<file path="config.mk">
export PLATFORM = sky130hd
export DESIGN_NAME = pc_unit
export DESIGN_NICKNAME = d
export VERILOG_FILES = /design/src/rtl/pc_unit.sv
export SDC_FILE = /design/constraint.sdc
export NUM_CORES = 1
export LEC_CHECK = 0
export CORE_ASPECT_RATIO = 1.4
export CORE_MARGIN = 2
export CORE_UTILIZATION = 45
export DETAILED_ROUTE_END_ITERATION = 8
export PLACE_DENSITY_LB_ADDON = 0.2
export SETUP_SLACK_MARGIN = 0.1
export SLEW_MARGIN = 10
export SYNTH_ARGS = -nofsm -noshare
export SYNTH_HDL_FRONTEND = slang
export SYNTH_SLANG_ARGS = --single-unit
</file>
<file path="constraint.sdc">
create_clock -name clk -period 4.7 [get_ports clk]
set_input_delay 1.175 -clock clk [delete_from_list [all_inputs] [get_ports clk]]
set_output_delay 1.175 -clock clk [all_outputs]
set_load 0.05 [all_outputs]
</file>
<file path="src/rtl/pc_unit.sv">
// pc_unit: program counter with sequential / branch / jump / register next-PC select and a misaligned-jr trap.
// Latency: pc loads the selected target on the next rising edge; pc4 and taken are combinational from the current pc.
// Backpressure: stall=1 freezes pc, inst_cnt, addr_err and state; a misaligned jr parks the unit in HALT until reset.
module pc_unit #(
  parameter logic [31:0] RESET_PC = 32'h0000_3000
) (
  input  logic        clk,
  input  logic        reset,
  input  logic        stall,
  input  logic [1:0]  npc_op,
  input  logic        br_cond,
  input  logic [31:0] ext_off,
  input  logic [25:0] instr_index,
  input  logic [31:0] rs_val,
  output logic [31:0] pc,
  output logic [31:0] pc4,
  output logic        taken,
  output logic        addr_err,
  output logic [31:0] inst_cnt
);

  typedef enum logic {
    RUN  = 1'b0,
    HALT = 1'b1
  } state_t;

  localparam logic [1:0] OP_SEQ = 2'b00;
  localparam logic [1:0] OP_BR  = 2'b01;
  localparam logic [1:0] OP_J   = 2'b10;
  localparam logic [1:0] OP_JR  = 2'b11;

  state_t      state;
  logic [31:0] target;
  logic        misalign;
  logic        live;

  // Link value and base for every non-register target; wraps naturally at 2^32.
  always_comb begin
    pc4 = pc + 32'd4;
  end

  // Next-PC select; branch and jump targets are word-aligned by construction so only jr is checked.
  always_comb begin
    target = pc4;
    case (npc_op)
      OP_SEQ:  target = pc4;
      OP_BR:   target = br_cond ? (pc4 + ext_off) : pc4;
      OP_J:    target = {pc4[31:28], instr_index, 2'b00};
      OP_JR:   target = rs_val;
      default: target = pc4;
    endcase
  end

  // A request only counts when running, unstalled and not being reset; misalignment is a jr-only fault.
  always_comb begin
    live     = (state == RUN) && !stall && !reset;
    misalign = (npc_op == OP_JR) && (rs_val[1:0] != 2'b00);
    taken    = live && !misalign &&
               ((npc_op == OP_J) || (npc_op == OP_JR) || ((npc_op == OP_BR) && br_cond));
  end

  // State machine and all registered outputs; reset overrides stall, HALT and any select.
  always_ff @(posedge clk) begin
    if (reset) begin
      state    <= RUN;
      pc       <= RESET_PC;
      inst_cnt <= 32'd0;
      addr_err <= 1'b0;
    end else begin
      case (state)
        RUN: begin
          if (!stall) begin
            if (misalign) begin
              addr_err <= 1'b1;
              state    <= HALT;
            end else begin
              pc       <= target;
              inst_cnt <= inst_cnt + 32'd1;
            end
          end
        end
        HALT: begin
          state <= HALT;
        end
        default: begin
          state <= HALT;
        end
      endcase
    end
  end

endmodule

</file>
* After elaboration in Yosys (flattened, before gate mapping) *
Index checks and enable logic that the tools add are counted.

storage, ports and cells
  bits in registers = 66
  bits of input ports = 96

operators by class
  reductions and logical operators = 15
  bitwise gates (word level) = 3
  add/subtract/negate cells = 3
  mux-type cells = 5
  equality and inequality tests = 3

operators with widths
  operator                                        number
  case mux 32 bit (4 select lines)                1
  adder 32 x 1 -> 32 bit (second input constant)  1
  adder 32 x 3 -> 32 bit (second input constant)  1
  adder 32 bit                                    1
  two-way mux 32 bit                              1
  logical AND 1 bit                               6
  AND reduction 3 bit                             2
  == test 2 bit (second input constant)           2
  logical NOT 1 bit                               3
  NOT 1 bit                                       3
  == test 2 x 1 -> 1 bit (second input constant)  1
  logical NOT 2 bit                               1
  logical OR 1 bit                                2
  two-way mux 1 bit                               2
  case mux 1 bit (2 select lines)                 1
  nonzero test 2 bit                              1

* Depth between registers and ports, before layout *
  word-level depth = 5
  depth in mapped cells = 16
  depth with buffers taken out = 16

* Worst setup path after synthesis *
No wires, ideal clock.

  path type = register -> register
  start point = register pc[2]
  end point = register pc[31]
  stages on the path, launching flop included = 17
  arrival = 4,588 ps
  required time = 4,578 ps
  slack = -10 ps
  path buffers = 0
  path through = dfxtp_1 -> ha_1 -> nand3_1 -> nor4_4 -> and3_1 -> nand2_1 -> xnor2_1 -> ha_1 -> a21o_1 -> a21o_1 -> a21oi_1 -> o21bai_1 -> a21o_1 -> a221oi_2 -> xnor2_1 -> a221oi_1 -> nor2_1

between the ends
  longest elaborated chain between the ends = 4

RTL lines
  element                           RTL line  text
  from (decl)                       15        output logic [31:0] pc,
  from (signal assigned)            77        pc <= target;
  adder 32 x 3 -> 32 bit            39        pc4 = pc + 32'd4;
  via pc4[24]                       16        output logic [31:0] pc4,
  adder 32 bit                      47        OP_BR: target = br_cond ? (pc4 + ext_off) : pc4;
  two-way mux 32 bit                47
  case mux 32 bit (4 select lines)  45        case (npc_op)

The timed path passes the listed nets, and every way through them passes these cells.
A chain may end at the register's enable or synchronous reset.

* Worst setup path in the final report *
  start point = register pc[6]
  end point = output pc4[21]

between the ends
  longest elaborated chain between the ends = 1

RTL lines
  element                 RTL line
  adder 32 x 3 -> 32 bit  39
  to (decl)               16

Every way passes these cells.

==> metrics.md <==
| Metric | Value |
|---|---|
| Status | finished, final reports clean |
| Die width | 97.6 µm |
| Unrepaired setup endpoints after global routing | false |
| Pwr dens | 290 nW/µm² |
| MaxCap Viol Count | 0 |
| Largest net degree at the start of global routing | 70 |
| Die Y | 135 µm |
| FF+latch count, synth | 66 |
| Slew Viols, Final | 0 |
| Hpwl dp | 14600 µm |
| Post-Layout Cell Count | 1029 |
| Clock Latency Late Sink | 0.34 ns |
| HP Class | reg -> reg |
| Layout cells sized above 1 | 0.0896 |
| Nets | 1014 |
| Seq/Total Area, Yosys | 0.239 |
| Num ports | 194 |
| Setup WS pre-CTS | 0.531 ns |
| Sw Pwr | 0.849 mW |
| WP data required | 3.52 ns |
| Flop pwr share | 0.274 |
| PortBufs | 193 |
| CTS tree | yes |
| Clock network power share | 0.351 |
| Drt wl/cell | 19.0 µm |
| Setup Fix Bufs, Post-CTS | 0 |
| Share of the synthesized area in the top cell type | 0.239 |
| Crit path capture type | primary output |
| Sw frac | 0.368 |
| Area of the core | 11900 µm² |
| Final setup vio count | 0 |
| Initial core utilization | 0.465 |
| Synthesized area | 5520 µm² |
| DR vias | 6111 |
| Worst Setup SP | pc[6] |
| Synthesized area per cell | 7.93 µm² |
| Slew HR | 0.497 |
| Fillers | 1008 |
| Area Growth Syn to Fin | 44.1% |
| Hold Worst Slack | 0.495 ns |
| Ys flop type | dfxtp_1 |
| TritonRoute pass-1 iters | 5 |
| First-pass GRT wire length | 30900 µm |
| Yosys cell types | 62 |
| Clock root cell | clkbuf_16 |
| Combinational power share | 0.375 |
| Detailed Route WL | 19600 µm |
| Placed instance area | 7600 µm² |
| Dominant cell by count in the synthesized netlist | nor2_1 |
| Final TNS setup | 0 ns |
| Min-delay src | inst_cnt[31] |
| Cts hold-fix bufs | 0 |
| Tot Pwr | 2.31 mW |
| Synth cell count leaders | nor2_1 (87), dfxtp_1 (66), a21oi_1 (65) |
| GRT Total Usage | 0.288 |
| Final antenna-violating net count | 0 |
| Type of origin of the critical path | register |
| Reg2reg end | pc[31] |
| End of the worst hold path | inst_cnt[31] |
| Number of flops mapped to enable cells by yosys | 0 |
| CP Max Fanout | 5 |
| Worst R2R Setup Slack | 0.63 ns |
| ANT cells | 0 |
| H-tree depth | 3 |
| Syn nets | 834 |
| Routability cong. | 1.00 |
| Clock Sinks | 66 |
| Crit Path Class | reg -> out |
| Slew @ Worst Pin | 0.754 ns |
| Synth warn | 0 |
| Leak Pwr | 3.26 nW |
| Antenna violations before repair | 0 |
| Peak VDD IR | 0.193 mV |
| Crit path time final | 4.41 ns |
| Synth area leader | dfxtp_1 |
| GRT overflow | 0 |
| Vias per cell | 5.94 |
| Placement Rows | 47 |
| F_max | 227 MHz |
| CTS clk-pin slew, worst paths | 0.07 ns |
| Total CTS buffers | 9 |
| Post-synth ARST share | 0 |
| Clock Path Buffers | 2 |
| Syn Inst Count | 697 |
| Reg2reg start | pc[2] |
| Vias in the first global route | 6130 |
| Clk_skew | 0.00792 ns |
| R2R cell count | 14 |
| WHS Path Cells | 2 |
| WP data arrival | 3.24 ns |
| Final hold vios | 0 |
| Setup WS post-layout | 0.287 ns |
| Placed Instances | 1013 |
| Total Die Area | 13200 µm² |
| Finished Core Util | 0.670 |
| Design Area, Final | 7960 µm² |
| Remaining DRCs | 0 |
| Starting DRT DRC Count | 397 |
| Pint | 1.46 mW |
| Final period util | 0.939 |
| Area contributors post-synth | dfxtp_1 (24%), ha_1 (9.1%), xor2_1 (7.0%) |
critical path, stage by stage, from the launching register on:
cell and delay (ns):
dfxtp_1 0.42, nand3_1 0.24, or3_1 0.45, nor3_1 0.41, nand3_1 0.16, xnor2_1 0.33, clkdlybuf4s50_1 0.89
power by group through the flow:
stage	Sequential, mW	Combinational (mW)	Clock (mW)
2_1_floorplan	0.722	0.478	0
3_3_place_gp	0.641	0.845	0
3_5_place_dp	0.643	0.857	0
4_1_cts	0.630	0.862	0.821
5_1_grt	0.636	0.926	0.843
6_report	0.632	0.866	0.812
worst max-delay path by stage:
stage          slack [ns]      end  cells after the start
5_1_grt              0.11  pc4[21]                      6
3_5_place_dp         0.53   pc[28]                     12
6_report             0.29  pc4[21]                      6
3_3_place_gp         0.60  pc4[26]                      7
4_1_cts              0.13  pc4[26]                      7
2_1_floorplan        0.11   pc[31]                     14
final cells by class:
cell class	count	area (µm²)	share of cell area
multi-input combinational	589	4060	0.510
timing repair buffer	202	2010	0.253
sequential	66	1320	0.166
clock buffer	9	225	0.0283
tap	147	184	0.0231
clock inverter	7	125	0.0157
inverter	9	33.8	0.00424
sequential cells by signal, indices dropped and copies added, names as in the netlist:
| name | count |
|---|---|
| addr_err | 1 |
| inst_cnt | 32 |
| pc | 32 |
| state | 1 |
timing repair:
action	CTS	global route
endpoints found under the hold margin	0	0
gates resized for setup	0	5
setup endpoints to repair	0	5
metal layers:
layer / vias up / routed length (µm) / track usage
li1: 2904 / - / -
met1: 2907 / 7710 / 0.325
met2: 252 / 10100 / 0.534
met3: 48 / 1210 / 0.0492
met4: 0 / 542 / 0.113
met5: - / 0 / 0
cell families (layout without fill, tap and decap cells):
kind of cell	count (synthesis)	count (layout)	synth area share
compound gates	179	179	0.218
xor+xnor	83	83	0.133
fa+ha+maj	41	41	0.0942
buf+inv	42	227	0.0306
flops	66	66	0.239
mux	23	23	0.0469
simple gates	263	263	0.239
cell usage in the layout, fill, tap and decap left out, types with 6 or more instances in the layout:
cell type,Yosys,final
clkbuf_16,0,9
and2_1,8,8
o21ai_0,22,22
or3_1,11,11
a211oi_1,12,12
buf_4,2,9
clkdlybuf4s50_1,0,185
nor2_1,87,85
a221o_1,14,14
a22oi_1,8,8
nand3_1,19,19
a31oi_1,6,6
inv_1,9,9
mux2_2,23,23
nor3_1,24,24
xor2_1,44,44
a21o_1,14,14
a221oi_1,10,10
xnor2_1,38,35
a21oi_1,65,65
dfxtp_1,66,66
and3_1,12,12
ha_1,40,40
nand2_1,59,59
nand4_1,16,16
(Power assumes the default switching activity.)
